### src/rtl/pwm_duty_ctrl.sv
// Duty-cycle controller: debounces two active-low buttons, holds a saturating
// target duty and ramps the live duty toward it only at PWM period boundaries.
module pwm_duty_ctrl #(
  parameter int PERIOD   = 50,
  parameter int STEP     = 5,
  parameter int RAMP     = 1,
  parameter int DEBOUNCE = 16
) (
  input  logic       clk,
  input  logic       reset,
  input  logic       inc_n,
  input  logic       dec_n,
  input  logic       period_end,
  output logic [7:0] duty,
  output logic [7:0] target,
  output logic       busy,
  output logic       at_max,
  output logic       at_min
);

  localparam int            CW      = $clog2(DEBOUNCE);
  localparam logic [CW-1:0] DB_LAST = CW'(DEBOUNCE - 1);
  localparam logic [8:0]    STEP9   = 9'(STEP);
  localparam logic [8:0]    RAMP9   = 9'(RAMP);
  localparam logic [7:0]    RAMP8   = 8'(RAMP);
  localparam logic [7:0]    PER8    = 8'(PERIOD);

  typedef enum logic [1:0] {IDLE, PRESS_WAIT, HELD, RELEASE_WAIT} db_state_t;

  // Index 0 is the increment button, index 1 the decrement button.
  logic [1:0]    btn_raw;
  logic [1:0]    meta;
  logic [1:0]    sync;
  db_state_t     st  [2];
  logic [CW-1:0] cnt [2];
  logic [1:0]    press;

  function automatic logic [7:0] sat_inc(input logic [7:0] t);
    logic [8:0] s;
    s = {1'b0, t} + STEP9;
    return (s > {1'b0, PER8}) ? PER8 : s[7:0];
  endfunction

  function automatic logic [7:0] sat_dec(input logic [7:0] t);
    return ({1'b0, t} < STEP9) ? 8'd0 : t - STEP9[7:0];
  endfunction

  function automatic logic [7:0] ramp_up(input logic [7:0] d, input logic [7:0] t);
    logic [8:0] s;
    s = {1'b0, d} + RAMP9;
    return (s > {1'b0, t}) ? t : s[7:0];
  endfunction

  // Caller guarantees d > t, so the difference cannot underflow.
  function automatic logic [7:0] ramp_dn(input logic [7:0] d, input logic [7:0] t);
    logic [8:0] diff;
    diff = {1'b0, d} - {1'b0, t};
    return (diff > RAMP9) ? d - RAMP8 : t;
  endfunction

  assign btn_raw = {dec_n, inc_n};

  always_ff @(posedge clk or negedge reset) begin
    if (!reset) begin
      meta <= 2'b11;
      sync <= 2'b11;
    end else begin
      meta <= btn_raw;
      sync <= meta;
    end
  end

  always_ff @(posedge clk or negedge reset) begin
    if (!reset) begin
      for (int i = 0; i < 2; i++) begin
        st[i]  <= IDLE;
        cnt[i] <= '0;
      end
    end else begin
      for (int i = 0; i < 2; i++) begin
        case (st[i])
          IDLE: begin
            if (!sync[i]) begin
              st[i]  <= PRESS_WAIT;
              cnt[i] <= CW'(1);
            end
          end
          PRESS_WAIT: begin
            if (sync[i]) begin
              st[i]  <= IDLE;
              cnt[i] <= '0;
            end else if (cnt[i] == DB_LAST) begin
              st[i]  <= HELD;
              cnt[i] <= '0;
            end else begin
              cnt[i] <= cnt[i] + CW'(1);
            end
          end
          HELD: begin
            if (sync[i]) begin
              st[i]  <= RELEASE_WAIT;
              cnt[i] <= CW'(1);
            end
          end
          RELEASE_WAIT: begin
            if (!sync[i]) begin
              st[i]  <= HELD;
              cnt[i] <= '0;
            end else if (cnt[i] == DB_LAST) begin
              st[i]  <= IDLE;
              cnt[i] <= '0;
            end else begin
              cnt[i] <= cnt[i] + CW'(1);
            end
          end
          default: begin
            st[i]  <= IDLE;
            cnt[i] <= '0;
          end
        endcase
      end
    end
  end

  // Press is decoded from the accepting transition so target moves on that same edge.
  always_comb begin
    press = '0;
    for (int i = 0; i < 2; i++) begin
      press[i] = (st[i] == PRESS_WAIT) && !sync[i] && (cnt[i] == DB_LAST);
    end
  end

  always_ff @(posedge clk or negedge reset) begin
    if (!reset) begin
      target <= '0;
    end else begin
      case (press)
        2'b01:   target <= sat_inc(target);
        2'b10:   target <= sat_dec(target);
        default: target <= target;
      endcase
    end
  end

  // Uses the pre-press target, so a simultaneous press lands at the next boundary.
  always_ff @(posedge clk or negedge reset) begin
    if (!reset) begin
      duty <= '0;
    end else if (period_end) begin
      if (duty < target)      duty <= ramp_up(duty, target);
      else if (duty > target) duty <= ramp_dn(duty, target);
    end
  end

  assign busy   = (duty != target);
  assign at_max = (target == PER8);
  assign at_min = (target == 8'd0);

endmodule

### config.mk
export PLATFORM = sky130hd
export DESIGN_NAME = pwm_duty_ctrl
export DESIGN_NICKNAME = d
export VERILOG_FILES = /design/src/rtl/pwm_duty_ctrl.sv
export SDC_FILE = /design/constraint.sdc
export NUM_CORES = 1
export LEC_CHECK = 0
export ABC_AREA = 1
export ABC_CLOCK_PERIOD_IN_PS = 6050
export BUFFER_PORTS_ARGS = -buffer_cell sky130_fd_sc_hd__buf_2
export CORE_MARGIN = 3
export CORE_UTILIZATION = 50
export CTS_CLUSTER_SIZE = 12
export DETAILED_ROUTE_END_ITERATION = 6
export GPL_ROUTABILITY_DRIVEN = 1
export GPL_TIMING_DRIVEN = 0
export PLACE_DENSITY_LB_ADDON = 0.05
export SLEW_MARGIN = 10
export SYNTH_ARGS = -nofsm -noshare
export SYNTH_HDL_FRONTEND = slang
export SYNTH_SLANG_ARGS = --single-unit
### constraint.sdc
create_clock -name clk -period 6.05 [get_ports clk]
set_clock_uncertainty 0.15 [all_clocks]
set_input_delay 0 -clock clk [delete_from_list [all_inputs] [get_ports clk]]
set_output_delay 0 -clock clk [all_outputs]
set_load 0.05 [all_outputs]
Word level (Yosys, flattened, before mapping)
Index checks and enable logic that the tools add are counted.
{ "classes": {"addsub": 7, "magnitude_cmp": 6, "eq_ne": 20, "mux": 33, "n_reduce_logical": 16} }
{ "ops": {"columns": ["op", "count"], "rows": [
  ["$mux 8", 6],
  ["$mux 4", 10],
  ["$pmux 4 s4", 2],
  ["$mux 2", 12],
  ["$pmux 2 s4", 2],
  ["$pmux 8 s2", 1],
  ["$ne 3x3->1 const B", 4],
  ["$eq 2x2->1 const B", 5],
  ["$add 8x1->9 const B", 1],
  ["$add 8x3->9 const B", 1],
  ["$gt 9x1->1 const B", 1],
  ["$gt 9x6->1 const B", 1],
  ["$gt 9x8->1", 1],
  ["$sub 8x8->9", 1],
  ["$add 4x1->4 const B", 2],
  ["$eq 4x4->1 const B", 2],
  ["$eq 8x6->1 const B", 1],
  ["$gt 8x8->1", 1],
  ["$logic_not 8->1", 1],
  ["$lt 8x3->1 const B", 1],
  ["$lt 8x8->1", 1],
  ["$ne 2x2->1 const B", 4],
  ["$ne 8x8->1", 1],
  ["$reduce_and 4->1", 2],
  ["8 further kinds", 18]
]} }
{ "totals": {"regBits": 32, "out_inout_bits": 19} }

Logic depth before layout (Yosys ltp)
Gate-level depths: netlist of the first run.
{ "depth": {"depth_word": 5, "depth_mapped": 19} }

Least setup slack after synthesis of the first run
No wires, ideal clock.
{ "synth_timing": {"kind": "reg-to-reg", "startpoint": "reg duty[1]", "endpoint": "reg duty[4]", "setup_ns": 0.118, "arrival_time_ns": 2.572, "required_ns": 5.782, "path_slack_ns": 3.210, "path_stages_with_launch": 17, "period_less_slack_ns": 2.840, "cell_sequence": "dfrtp_1 ha_1 nand2_2 inv_1 nand3_1 xor2_1 inv_1 ha_1 nand2_1 nor3_1 nand3_1 nand2_4 nand2_1 nand3_1 nand2_1 nand2_1 nand2_1"} }
{ "synth_between": {"elab_chain_cells": 5} }
{ "synth_rtl": {"columns": ["element", "line", "source"], "rows": [
  ["from (decl)", "14", "output logic [7:0] duty,"],
  ["from (signal assigned)", "150", "if (duty < target) duty <= ramp_up(duty, target);"],
  ["from (signal assigned)", "151", "else if (duty > target) duty <= ramp_dn(duty, target);"],
  ["$sub 8x8->9", "57", "diff = {1'b0, d} - {1'b0, t};"],
  ["$gt 9x1->1", "58", "return (diff > RAMP9) ? d - RAMP8 : t;"],
  ["$mux 8", "58", null],
  ["$mux 8", "151", null],
  ["$mux 8", "150", null]
]} }
Parallel ways exist; a longest one is shown, timed or not. The select of a mux whose other input is x is not followed.
A chain may end at the register's enable or synchronous reset.

Worst setup path after layout of the first run
{ "layout_timing": {"startpoint": "reg duty[1]", "endpoint": "reg duty[6]"} }
The elaborated chain is that of the path after synthesis.

==> metrics.log, run 1 <==
INFO  metric final.setup.tns = 0 ns
INFO  metric dr.pass1.iters = 4
INFO  metric cts_hold_buffers = 4
INFO  metric grt_pass1_wl = 12.70 mm
INFO  metric pwr-share-seq = 0.467
INFO  metric final-max-slew-violation-count = 0
INFO  metric overall_power_consumption = 0.5371 mW
INFO  metric worstPathMaxFanout = 9
INFO  metric fin_crit = 2.999 ns
INFO  metric portion_of_total_power_attributed_to_combinational_logic = 0.144
INFO  metric count_of_mapped_cells_out_of_synthesis = 451
INFO  metric ys_ff_latch = 32
INFO  metric area_growth = 11.63%
INFO  metric avgRoutedWirePerCell = 13.05 um
INFO  metric cts_buffers = 5
INFO  metric postCtsSetupRepairBufs = 0
INFO  metric cp-start-kind = flip-flop
INFO  metric cts-root-to-sink-buffers = 2
INFO  metric grt_antenna_before_repair = 0
INFO  metric ios = 24
INFO  metric clock.fmax = 0.3334 GHz
INFO  metric fp.dieW = 84.73 um
INFO  metric antennaDiodeCount = 0
INFO  metric grt_start_max_net_pins = 33
INFO  metric library_cells_used_by_synthesis = 42
INFO  metric die-area = 7179 um2
INFO  metric r2r-start = duty[1]$_DFFE_PN0P_
INFO  metric cts_resized = 0
INFO  metric tritoncts_clock_tree = built
INFO  metric synth_enable_flop_cells = 0
INFO  metric clock_tree_sinks = 32
INFO  metric reg2regPathDepth = 16
INFO  metric postSynth.asyncResetShare = 1.000
INFO  metric number_of_setup_violations_in_the_final_report = 0
INFO  metric final_layout_size_suffix_gt1_frac = 0.1440
INFO  metric synth.avg_cell_area = 6.872 um2
INFO  metric routed_wirelength = 7.320 mm
INFO  metric post_drt_antenna_nets = 0
INFO  metric fin_worst_hold_slack = 0.1632 ns
INFO  metric timing.final.hold_violations = 0
INFO  metric finalCritPeriodShare = 0.4957
INFO  metric start_util = 0.5204
INFO  metric p_clk_frac = 0.389
INFO  metric first_global_vias = 2689
INFO  metric drcViolationCount = 0
INFO  metric vias = 2897
INFO  metric ir_drop = 0.1126 mV
INFO  metric number_of_placed_instances_with_taps_included = 549
INFO  metric overflow = 0
INFO  metric timing.critical_path.from = duty[1]$_DFFE_PN0P_
INFO  metric clockRootBuffer = sky130_fd_sc_hd__clkbuf_8
INFO  metric worstMarginPinSlew = 0.7540 ns
INFO  metric via_per_inst = 5.164
INFO  metric first_iter_violations = 136
INFO  metric yosysSeqAreaShare = 0.2600
INFO  metric layout.filler_cells = 605
INFO  metric cp_data_required_time = 6.08 ns
INFO  metric ys.flop_type = sky130_fd_sc_hd__dfrtp_1
INFO  metric outcome = complete, no violations
INFO  metric cell_internal_pwr = 0.3850 mW
INFO  metric power-per-cell-area = 155.3 nW/um2
INFO  metric place_congestion = 0.8528
INFO  metric core = 5956 um2
INFO  metric io_buffer_count = 23
INFO  metric grt_use_total = 0.2176
INFO  metric worst_ep_arrival_time = 3.03 ns
INFO  metric htree_num_levels = 2
INFO  metric static-leakage-power = 2.013 nW
INFO  metric postSynthNetCount = 483
INFO  metric worst_setup_path_end_kind = flip-flop
INFO  metric nNetsFinal = 517
INFO  metric worst-setup-path-type = reg2reg
INFO  metric ys.warnings.count = 0
INFO  metric row_count = 28
INFO  metric grt_setup_unrepaired = no
INFO  metric syn_area = 3099 um2
INFO  metric die_h = 84.73 um
INFO  metric detailedPlacementHpwl = 5.665 mm
INFO  metric reg2reg_to = duty[6]$_DFFE_PN0P_
INFO  metric instances_no_fill = 561
INFO  metric reg2reg_setup_slack = 3.05 ns
INFO  metric timing.max_cap.violations = 0
INFO  metric clk_transition_reported_paths = 0.07 ns
INFO  metric hold_class = in2async
INFO  metric power.share.switching = 0.2832
INFO  metric max_slew_margin = 0.4973
INFO  metric switchingPower = 0.1521 mW
INFO  metric insertion_delay = 0.29 ns
[synthesized netlist by cell type (2+ instances only)]
cell,n,area [um2]
sky130_fd_sc_hd__nand2_1,110,412.9
sky130_fd_sc_hd__inv_1,70,262.8
sky130_fd_sc_hd__nand3_1,53,265.3
sky130_fd_sc_hd__nor2_1,40,150.1
sky130_fd_sc_hd__dfrtp_1,28,700.7
sky130_fd_sc_hd__ha_1,26,325.3
sky130_fd_sc_hd__a21oi_1,18,90.09
sky130_fd_sc_hd__xor2_1,17,148.9
sky130_fd_sc_hd__o21ai_0,16,80.08
sky130_fd_sc_hd__nand2_2,9,56.30
sky130_fd_sc_hd__nor3_1,6,30.03
sky130_fd_sc_hd__inv_2,5,18.77
sky130_fd_sc_hd__dfstp_2,4,105.1
sky130_fd_sc_hd__nand2_4,4,45.04
sky130_fd_sc_hd__o21ai_1,4,20.02
sky130_fd_sc_hd__xnor2_1,4,35.03
sky130_fd_sc_hd__buf_6,3,33.78
sky130_fd_sc_hd__nand4_1,3,18.77
sky130_fd_sc_hd__nor2_2,3,18.77
sky130_fd_sc_hd__o211ai_1,3,22.52
sky130_fd_sc_hd__a21o_1,2,15.01
sky130_fd_sc_hd__a22oi_1,2,15.01
sky130_fd_sc_hd__nand3_2,2,20.02
[placed cells by master (no fill, tap or decap), types with 2 or more instances in the layout]
master | Yosys | routed
sky130_fd_sc_hd__nand2_1 | 110 | 110
sky130_fd_sc_hd__inv_1 | 70 | 70
sky130_fd_sc_hd__nand3_1 | 53 | 53
sky130_fd_sc_hd__nor2_1 | 40 | 40
sky130_fd_sc_hd__dfrtp_1 | 28 | 28
sky130_fd_sc_hd__ha_1 | 26 | 26
sky130_fd_sc_hd__buf_2 | 1 | 24
sky130_fd_sc_hd__a21oi_1 | 18 | 18
sky130_fd_sc_hd__xor2_1 | 17 | 17
sky130_fd_sc_hd__o21ai_0 | 16 | 16
sky130_fd_sc_hd__nand2_2 | 9 | 9
sky130_fd_sc_hd__nor3_1 | 6 | 6
sky130_fd_sc_hd__inv_2 | 5 | 5
sky130_fd_sc_hd__clkbuf_8 | 0 | 5
sky130_fd_sc_hd__o21ai_1 | 4 | 4
sky130_fd_sc_hd__nand2_4 | 4 | 4
sky130_fd_sc_hd__xnor2_1 | 4 | 4
sky130_fd_sc_hd__dlygate4sd3_1 | 0 | 4
sky130_fd_sc_hd__dfstp_2 | 4 | 4
sky130_fd_sc_hd__buf_6 | 3 | 3
sky130_fd_sc_hd__nand4_1 | 3 | 3
sky130_fd_sc_hd__o211ai_1 | 3 | 3
sky130_fd_sc_hd__nor2_2 | 3 | 3
sky130_fd_sc_hd__nand3_2 | 2 | 2
sky130_fd_sc_hd__a21o_1 | 2 | 2
sky130_fd_sc_hd__a22oi_1 | 2 | 2
[critical path, stage by stage, from the launching register on]
cell                      delay, ns
sky130_fd_sc_hd__dfrtp_1       0.57
sky130_fd_sc_hd__ha_1          0.25
sky130_fd_sc_hd__nand2_2       0.08
sky130_fd_sc_hd__inv_1         0.09
sky130_fd_sc_hd__nand3_1       0.09
sky130_fd_sc_hd__xor2_1        0.18
sky130_fd_sc_hd__inv_1         0.07
sky130_fd_sc_hd__ha_1          0.29
sky130_fd_sc_hd__nand2_1       0.07
sky130_fd_sc_hd__nor3_1        0.13
sky130_fd_sc_hd__nand3_1       0.33
sky130_fd_sc_hd__nand2_4       0.24
sky130_fd_sc_hd__nand2_1       0.07
sky130_fd_sc_hd__nand3_1       0.09
sky130_fd_sc_hd__nand2_1       0.07
sky130_fd_sc_hd__nand2_1       0.05
sky130_fd_sc_hd__nand2_1       0.05
[registers in the layout, indices dropped and copies added (netlist names), named ones only]
signal and cells:
cnt 8, duty 8, meta 2, st 2, sync 2, target 8
[final cells by class]
cell class / instances / area [um2] / share of cell area
plain buffers: 5 / 42.54 / 0.01230
clock buffers: 5 / 68.82 / 0.01989
clock inverters: 3 / 42.54 / 0.01230
inverters: 75 / 281.5 / 0.08137
multi-input cells: 339 / 1969 / 0.5693
flip-flops and latches: 32 / 805.8 / 0.2329
well taps: 75 / 93.84 / 0.02712
repair buffers: 27 / 155.1 / 0.04485
[metrics by stage]
step / utilization / setup WS [ns] / area (um2)
after CTS: 0.5809 / 3.094 / 3460
after detailed placement: 0.5555 / 3.112 / 3308
after floorplan: - / 3.210 / 3099
final: 0.5809 / 3.051 / 3460
after global routing: 0.5809 / 2.795 / 3460
after global placement: 0.5555 / 3.181 / 3308
[worst max path at each step]
stage	endpoint	cells past startpoint	slack, ns
6_report	duty[6]$_DFFE_PN0P_	16	3.05
2_1_floorplan	duty[4]$_DFFE_PN0P_	16	3.21
5_1_grt	duty[6]$_DFFE_PN0P_	16	2.80
4_1_cts	duty[2]$_DFFE_PN0P_	16	3.09
3_3_place_gp	duty[2]$_DFFE_PN0P_	16	3.18
3_5_place_dp	duty[2]$_DFFE_PN0P_	16	3.11
[power by group through the flow]
stage	Combinational, mW	Clock (mW)	Sequential (mW)
6_report	0.0774	0.209	0.251
5_1_grt	0.0912	0.224	0.256
2_1_floorplan	0.0576	0	0.252
3_5_place_dp	0.0754	0	0.255
4_1_cts	0.0780	0.214	0.251
3_3_place_gp	0.0735	0	0.254
[cell families (layout without fill, tap and decap cells)]
| kind of cell | Yosys count | count (layout) | synth area share |
|---|---|---|---|
| AOI/OAI and AO/OA | 52 | 52 | 0.1013 |
| xor gates and xnor gates | 21 | 21 | 0.05934 |
| adders and majority gates | 27 | 27 | 0.1114 |
| buffers and inverters | 80 | 115 | 0.1046 |
| DFF | 32 | 32 | 0.2600 |
| and+or+nand+nor | 239 | 239 | 0.3633 |
[metal layers]
| metal | routed length [um] | vias to the layer above | GRT usage |
|---|---|---|---|
| li1 | - | 1510 | - |
| met1 | 3651 | 1324 | 0.3100 |
| met2 | 3311 | 57 | 0.3523 |
| met3 | 292 | 6 | 0.02650 |
| met4 | 65 | 0 | 0.05180 |
| met5 | 0 | - | 0 |
No activity file was read; power rests on OpenSTA's default activity.
==> run 2: changes to the inputs <==
--- a/config.mk
+++ b/config.mk
@@ -6,7 +6,7 @@
 export NUM_CORES = 1
 export LEC_CHECK = 0
 export ABC_AREA = 1
-export ABC_CLOCK_PERIOD_IN_PS = 6050
+export ABC_CLOCK_PERIOD_IN_PS = 2700
 export BUFFER_PORTS_ARGS = -buffer_cell sky130_fd_sc_hd__buf_2
 export CORE_MARGIN = 3
 export CORE_UTILIZATION = 50
==> constraint.sdc (replaced) <==
create_clock -name clk -period 2.7 [get_ports clk]
set_clock_uncertainty 0.15 [all_clocks]
set_input_delay 0 -clock clk [delete_from_list [all_inputs] [get_ports clk]]
set_output_delay 0 -clock clk [all_outputs]
set_load 0.05 [all_outputs]
==> metrics.log, run 2 (synthesis results as in run 1) <==
INFO  metric grt_start_max_net_pins = 33 (unchanged)
INFO  metric area_growth = 28.91% (was 11.63%)
INFO  metric final-max-slew-violation-count = 0 (unchanged)
INFO  metric timing.critical_path.cells = buf_6 > nand3_4 > inv_1 > nand4_1 > xor2_1 > inv_1 > ha_4 > inv_2 > nor3_2 > nand3_2 > buf_6 > nand3_1 > nand3_1 > nand2_1 > nand2_1 > nand2_1 (was ha_1 > nand2_2 > inv_1 > nand3_1 > xor2_1 > inv_1 > ha_1 > nand2_1 > nor3_1 > nand3_1 > nand2_4 > nand2_1 > nand3_1 > nand2_1 > nand2_1 > nand2_1)
INFO  metric die-area = 7179 um2 (unchanged)
INFO  metric worstPathMaxFanout = 4 (was 9)
INFO  metric final-seq-area = 815.8 um2 (was 805.8 um2)
INFO  metric top_cell_by_count_worst_path = sky130_fd_sc_hd__nand2_1 (unchanged)
INFO  metric nNetsFinal = 552 (was 517)
INFO  metric grt_antenna_before_repair = 0 (unchanged)
INFO  metric first_iter_violations = 155 (was 136)
INFO  metric max_stage_delay = 0.47 ns (was 0.57 ns)
INFO  metric grt_most_used_layer = met2 (unchanged)
INFO  metric overall_power_consumption = 1.211 mW (was 0.5371 mW)
INFO  metric timing.critical_path.from = duty[0]$_DFFE_PN0P_ (was duty[1]$_DFFE_PN0P_)
INFO  metric timing.final.hold_violations = 0 (unchanged)
INFO  metric path_delay_family = simple AND/OR/NAND/NOR gates (unchanged)
INFO  metric die_h = 84.73 um (unchanged)
INFO  metric static-leakage-power = 2.240 nW (was 2.013 nW)
INFO  metric multi_input_comb_area = 2216 um2 (was 1969 um2)
INFO  metric htree_num_levels = 2 (unchanged)
INFO  metric core = 5956 um2 (unchanged)
INFO  metric tritoncts_clock_tree = built (unchanged)
INFO  metric cts_buffers = 5 (unchanged)
INFO  metric worstSetupPathDepth = 16 (unchanged)
INFO  metric gr_met3_demand_resource = 0.03238 (was 0.02650)
INFO  metric via_per_inst = 5.232 (was 5.164)
INFO  metric avgRoutedWirePerCell = 13.56 um (was 13.05 um)
INFO  metric routed_wirelength = 8.082 mm (was 7.320 mm)
INFO  metric fin_crit = 2.630 ns (was 2.999 ns)
INFO  metric first_global_vias = 2847 (was 2689)
INFO  metric layout.cells.most_common = sky130_fd_sc_hd__nand2_1 (unchanged)
INFO  metric detailedPlacementHpwl = 5.651 mm (was 5.665 mm)
INFO  metric final_layout_size_suffix_gt1_frac = 0.3090 (was 0.1440)
INFO  metric cp_data_required_time = 2.76 ns (was 6.08 ns)
INFO  metric io_buffer_count = 23 (unchanged)
INFO  metric globalRouteMet1Util = 0.3108 (was 0.3100)
INFO  metric cts-root-to-sink-buffers = 2 (unchanged)
INFO  metric clockRootBuffer = sky130_fd_sc_hd__clkbuf_8 (unchanged)
INFO  metric layout.filler_cells = 527 (was 605)
INFO  metric reg2regPathDepth = 16 (unchanged)
INFO  metric number_of_placed_instances_with_taps_included = 549 (unchanged)
INFO  metric grt_pass1_wl = 13.19 mm (was 12.70 mm)
INFO  metric final.setup.tns = 0 ns (unchanged)
INFO  metric most-common-layout-cells = 102 x sky130_fd_sc_hd__nand2_1, 59 x sky130_fd_sc_hd__inv_1, 38 x sky130_fd_sc_hd__nor2_1 (was 110 x sky130_fd_sc_hd__nand2_1, 70 x sky130_fd_sc_hd__inv_1, 53 x sky130_fd_sc_hd__nand3_1)
INFO  metric drcViolationCount = 0 (unchanged)
INFO  metric grt_use_total = 0.2240 (was 0.2176)
INFO  metric placed_area = 3312 um2 (was 3308 um2)
INFO  metric timing.final.ws_setup = 0.07009 ns (was 3.051 ns)
INFO  metric clock.fmax = 0.3802 GHz (was 0.3334 GHz)
INFO  metric worst_setup_path_end_kind = flip-flop (unchanged)
INFO  metric post_drt_antenna_nets = 0 (unchanged)
INFO  metric outcome = complete, no violations (unchanged)
INFO  metric reg2reg_to = duty[6]$_DFFE_PN0P_ (unchanged)
INFO  metric post-route-cell-area = 3995 um2 (was 3460 um2)
INFO  metric insertion_delay = 0.28 ns (was 0.29 ns)
INFO  metric ir_drop = 0.2992 mV (was 0.1126 mV)
INFO  metric start_util = 0.5204 (unchanged)
INFO  metric instances_no_fill = 596 (was 561)
INFO  metric overflow = 0 (unchanged)
INFO  metric timing.critical_path.to = duty[6]$_DFFE_PN0P_ (unchanged)
INFO  metric hold_class = in2async (unchanged)
INFO  metric row_count = 28 (unchanged)
INFO  metric clock_tree_sinks = 32 (unchanged)
INFO  metric place_congestion = 0.8622 (was 0.8528)
INFO  metric ios = 24 (unchanged)
INFO  metric r2r-start = duty[0]$_DFFE_PN0P_ (was duty[1]$_DFFE_PN0P_)
INFO  metric finalCritPeriodShare = 0.9740 (was 0.4957)
INFO  metric reg2reg_setup_slack = 0.07 ns (was 3.05 ns)
INFO  metric worst_ep_arrival_time = 2.69 ns (was 3.03 ns)
INFO  metric worstMarginPinSlew = 0.7837 ns (was 0.7540 ns)
INFO  metric cpMaxStageDelayCell = sky130_fd_sc_hd__dfrtp_2 (was sky130_fd_sc_hd__dfrtp_1)
INFO  metric timing.max_cap.violations = 0 (unchanged)
INFO  metric antennaDiodeCount = 0 (unchanged)
INFO  metric clk_transition_reported_paths = 0.08 ns (was 0.07 ns)
INFO  metric worst-setup-path-type = reg2reg (unchanged)
INFO  metric power-per-cell-area = 303.2 nW/um2 (was 155.3 nW/um2)
INFO  metric dr.pass1.iters = 5 (was 4)
INFO  metric global_route_met2_utilization = 0.3673 (was 0.3523)
INFO  metric fp.dieW = 84.73 um (unchanged)
INFO  metric cp-start-kind = flip-flop (unchanged)
INFO  metric registers_with_the_most_flip_flops = cnt (8), duty (8), target (8) (unchanged)
INFO  metric pre_cts_ws = -0.1418 ns (was 3.112 ns)
INFO  metric max_slew_margin = 0.4776 (was 0.4973)
INFO  metric vias = 3118 (was 2897)
INFO  metric crit_buf_inv = 5 (was 2)
INFO  metric number_of_setup_violations_in_the_final_report = 0 (unchanged)
-- run 2: final cells by class --
class,count,area share
buffer,5,0.01065
clock buffer,5,0.01723
clock inverter,3,0.01065
inverter,75,0.07360
multi-input combinational,340,0.5547
sequential,32,0.2042
tap,75,0.02349
timing repair buffer,61,0.1055
-- run 2: report_power, final --
| part | total [mW] | internal [mW] | switching, mW | leakage (nW) |
|---|---|---|---|---|
| registers | 0.563 | 0.525 | 0.0386 | 0.407 |
| logic | 0.185 | 0.0702 | 0.114 | 1.78 |
| clock network | 0.463 | 0.273 | 0.190 | 0.0541 |
| total | 1.21 | 0.868 | 0.343 | 2.24 |
-- run 2: routing by layer --
metal | part of all wire | up-vias | routed length [um]
met2 | 0.46 | 69 | 3717
met4 | 0.012 | 0 | 100
met5 | 0 | - | 0
met3 | 0.043 | 10 | 350
li1 | - | 1583 | -
met1 | 0.48 | 1456 | 3914
-- run 2: stage by stage --
step,utilization,hold slack (ns)
final,0.6708,0.1772
after global routing,0.6708,0.2138
after CTS,0.6008,0.1894
after detailed placement,0.5561,-0.04313
after global placement,0.5561,-0.04473
after floorplan,-,-0.4456
-- run 2: worst min-delay path by stage --
| stage | from | end | slack (ns) |
|---|---|---|---|
| floorplan | reset | asynchronous set/reset pin | -0.45 |
| global placement | dec_n | meta[1]$_DFF_PN1_ | -0.04 |
| detailed placement | dec_n | meta[1]$_DFF_PN1_ | -0.04 |
| CTS | dec_n | meta[1]$_DFF_PN1_ | 0.19 |
| global route | dec_n | meta[1]$_DFF_PN1_ | 0.21 |
| finish | reset | duty[2]$_DFFE_PN0P_ | 0.18 |
-- run 2: worst register-to-register path: cells and delay by family, from the launching register on --
kind                       cells  cell delay, ns
buffers and inverters          5            0.53
DFF                            1            0.47
adders and majority gates      1            0.28
xor gates and xnor gates       1            0.22
and+or+nand+nor                9            0.90
-- run 2: what timing repair did --
action,4_1_cts,5_1_grt
pin swaps,5,33
resized for setup,6,63
hold endpoints to repair,37,0
setup buffers,11,23
endpoints found under the setup margin,8,8
hold buffers,4,0
gates cloned,1,0
==> run 3: changes to the inputs <==
--- a/config.mk
+++ b/config.mk
@@ -7,11 +7,11 @@
 export LEC_CHECK = 0
 export ABC_AREA = 1
 export ABC_CLOCK_PERIOD_IN_PS = 2700
-export BUFFER_PORTS_ARGS = -buffer_cell sky130_fd_sc_hd__buf_2
 export CORE_MARGIN = 3
 export CORE_UTILIZATION = 50
 export CTS_CLUSTER_SIZE = 12
 export DETAILED_ROUTE_END_ITERATION = 6
+export DONT_BUFFER_PORTS = 1
 export GPL_ROUTABILITY_DRIVEN = 1
 export GPL_TIMING_DRIVEN = 0
 export PLACE_DENSITY_LB_ADDON = 0.05
==> metrics.log, run 3 (synthesis results as in run 1) <==
INFO  metric clock.fmax = 0.3436 GHz (was 0.3802 GHz)
INFO  metric insertion_delay = 0.28 ns (about the same)
INFO  metric most-common-layout-cells = 107 x sky130_fd_sc_hd__nand2_1, 62 x sky130_fd_sc_hd__inv_1, 47 x sky130_fd_sc_hd__nand3_1 (was 102 x sky130_fd_sc_hd__nand2_1, 59 x sky130_fd_sc_hd__inv_1, 38 x sky130_fd_sc_hd__nor2_1)
INFO  metric worstMarginPinSlew = 0.8776 ns (was 0.7837 ns)
INFO  metric cp-start-kind = flip-flop (unchanged)
INFO  metric row_count = 28 (unchanged)
INFO  metric overall_power_consumption = 1.207 mW (was 1.211 mW)
INFO  metric antennaDiodeCount = 0 (unchanged)
INFO  metric layout.cells.most_common = sky130_fd_sc_hd__nand2_1 (unchanged)
INFO  metric htree_num_levels = 2 (unchanged)
INFO  metric timing.max_cap.violations = 0 (unchanged)
INFO  metric number_of_setup_violations_in_the_final_report = 8 (was 0)
INFO  metric hold_class = in2async (unchanged)
INFO  metric top_cell_by_count_worst_path = sky130_fd_sc_hd__nand2_1 (unchanged)
INFO  metric cp_data_required_time = 2.72 ns (was 2.76 ns)
INFO  metric area_growth = 20.10% (was 28.91%)
INFO  metric core = 5956 um2 (unchanged)
INFO  metric post_drt_antenna_nets = 0 (unchanged)
INFO  metric reg2regPathDepth = 17 (was 16)
INFO  metric clock_tree_sinks = 32 (unchanged)
INFO  metric multi_input_comb_area = 2148 um2 (was 2216 um2)
INFO  metric first_global_vias = 2735 (was 2847)
INFO  metric nNetsFinal = 515 (was 552)
INFO  metric grt_start_max_net_pins = 33 (unchanged)
INFO  metric max_slew_margin = 0.4117 (was 0.4776)
INFO  metric via_per_inst = 5.238 (was 5.232)
INFO  metric timing.critical_path.cells = buf_6 > nand3_2 > inv_1 > nand4_1 > xor2_1 > inv_1 > ha_4 > inv_2 > o211ai_1 > nor2_2 > buf_4 > nand2_2 > nand3_1 > nand3_1 > nand2_1 > nand2_1 > nand2_1 (was buf_6 > nand3_4 > inv_1 > nand4_1 > xor2_1 > inv_1 > ha_4 > inv_2 > nor3_2 > nand3_2 > buf_6 > nand3_1 > nand3_1 > nand2_1 > nand2_1 > nand2_1)
INFO  metric worst-setup-path-type = reg2reg (unchanged)
INFO  metric static-leakage-power = 1.988 nW (was 2.240 nW)
INFO  metric power-per-cell-area = 324.2 nW/um2 (was 303.2 nW/um2)
INFO  metric routed_wirelength = 7.993 mm (was 8.082 mm)
INFO  metric start_util = 0.5204 (unchanged)
INFO  metric cts_buffers = 5 (unchanged)
INFO  metric place_congestion = 0.8793 (was 0.8622)
INFO  metric grt_use_total = 0.2264 (was 0.2240)
INFO  metric die-area = 7179 um2 (unchanged)
INFO  metric fin_crit = 2.911 ns (was 2.630 ns)
INFO  metric clk_transition_reported_paths = 0.08 ns (about the same)
INFO  metric final.setup.tns = -1.065 ns (was 0 ns)
INFO  metric failing_checks = negative setup slack
INFO  metric timing.final.ws_setup = -0.2107 ns (was 0.07009 ns)
INFO  metric cts-root-to-sink-buffers = 2 (unchanged)
INFO  metric clockRootBuffer = sky130_fd_sc_hd__clkbuf_8 (unchanged)
INFO  metric detailedPlacementHpwl = 5.537 mm (was 5.651 mm)
INFO  metric overflow = 0 (unchanged)
INFO  metric finalCritPeriodShare = 1.078 (was 0.9740)
INFO  metric ios = 24 (unchanged)
INFO  metric layout.filler_cells = 534 (was 527)
INFO  metric max_stage_delay = 0.56 ns (was 0.47 ns)
INFO  metric outcome = finished with violations (was complete, no violations)
INFO  metric die_h = 84.73 um (unchanged)
INFO  metric final-seq-area = 837.1 um2 (was 815.8 um2)
INFO  metric worstPathMaxFanout = 4 (unchanged)
INFO  metric vias = 2928 (was 3118)
INFO  metric tritoncts_clock_tree = built (unchanged)
INFO  metric timing.final.hold_violations = 0 (unchanged)
INFO  metric avgRoutedWirePerCell = 14.30 um (was 13.56 um)
INFO  metric grt_pass1_wl = 13.20 mm (was 13.19 mm)
INFO  metric ir_drop = 0.2430 mV (was 0.2992 mV)
INFO  metric grt_antenna_before_repair = 0 (unchanged)
INFO  metric first_iter_violations = 125 (was 155)
INFO  metric fp.dieW = 84.73 um (unchanged)
INFO  metric dr.pass1.iters = 5 (unchanged)
INFO  metric drcViolationCount = 0 (unchanged)
INFO  metric grt_setup_unrepaired = yes
INFO  metric io_buffer_count = 0 (was 23)
INFO  metric registers_with_the_most_flip_flops = cnt (8), duty (8), target (8) (unchanged)
INFO  metric final-max-slew-violation-count = 0 (unchanged)
INFO  metric cpMaxStageDelayCell = sky130_fd_sc_hd__dfrtp_2 (unchanged)
INFO  metric worst_setup_path_end_kind = flip-flop (unchanged)
INFO  metric final_layout_size_suffix_gt1_frac = 0.2376 (was 0.3090)
INFO  metric worst_ep_arrival_time = 2.94 ns (was 2.69 ns)
==> run 3: where the power goes <==
part | switching (mW) | internal, mW
registers | 0.0389 | 0.525
clock network | 0.193 | 0.273
logic | 0.109 | 0.0677
total | 0.341 | 0.866
==> run 3: path summary, 6_finish.rpt <==
path	from	to	slack, ns
min in group clk	dec_n	meta[1]$_DFF_PN1_	0.11
hold / removal	reset	duty[0]$_DFFE_PN0P_	0.06
hold reg to reg	meta[0]$_DFF_PN1_	sync[0]$_DFF_PN1_	0.21
setup / recovery	duty[2]$_DFFE_PN0P_	duty[7]$_DFFE_PN0P_	-0.21
max in group asynchronous	reset	sync[1]$_DFF_PN1_	2.08
setup reg to reg	duty[2]$_DFFE_PN0P_	duty[7]$_DFFE_PN0P_	-0.21
==> run 3: what timing repair did <==
item / in CTS / in global routing
setup buffers: 9 / 9
hold buffers: 5 / 0
gates resized for setup: 35 / 23
hold endpoints to repair: 41 / 0
gates cloned: 2 / 0
pin swaps: 23 / 12
setup endpoints to repair: 9 / 9
==> run 3: area by class of cell <==
class | instances | area share
Tap cell | 75 | 0.02521
Clock buffer | 5 | 0.01849
Buffer | 5 | 0.01143
Clock inverter | 3 | 0.01143
Timing Repair Buffer | 23 | 0.05244
Multi-Input combinational cell | 341 | 0.5771
Sequential cell | 32 | 0.2249
Inverter | 75 | 0.07899
==> run 3: routing by layer <==
| metal | global-route usage | vias up | wire [um] |
|---|---|---|---|
| met5 | 0 | - | 0 |
| met4 | 0.07194 | 0 | 155 |
| met1 | 0.3252 | 1329 | 3856 |
| met2 | 0.3480 | 78 | 3604 |
| met3 | 0.03631 | 13 | 376 |
| li1 | - | 1508 | - |
==> run 3: worst max-delay path: cells and delay by family, from the launching register on <==
family | cells | cell delay [ns]
buffers and inverters | 5 | 0.56
XOR/XNOR | 1 | 0.22
flip-flops | 1 | 0.56
AO/OA/AOI/OAI | 1 | 0.25
AND/OR/NAND/NOR | 9 | 0.76
adder cells (fa/ha/maj) | 1 | 0.29
==> run 3: through the flow <==
stage            util  area (um2)  hold WS (ns)  setup WS, ns  std cells
4_1_cts        0.5985        3565       0.05228      -0.06043        550
6_report       0.6250        3722       0.06432       -0.2107        559
5_1_grt        0.6250        3722       0.06910       -0.3049        559
2_1_floorplan       -        3103       -0.4456       0.01992        451
3_3_place_gp   0.5368        3197       -0.4447       -0.3603        526
3_5_place_dp   0.5384        3207       -0.4445       -0.3909        526
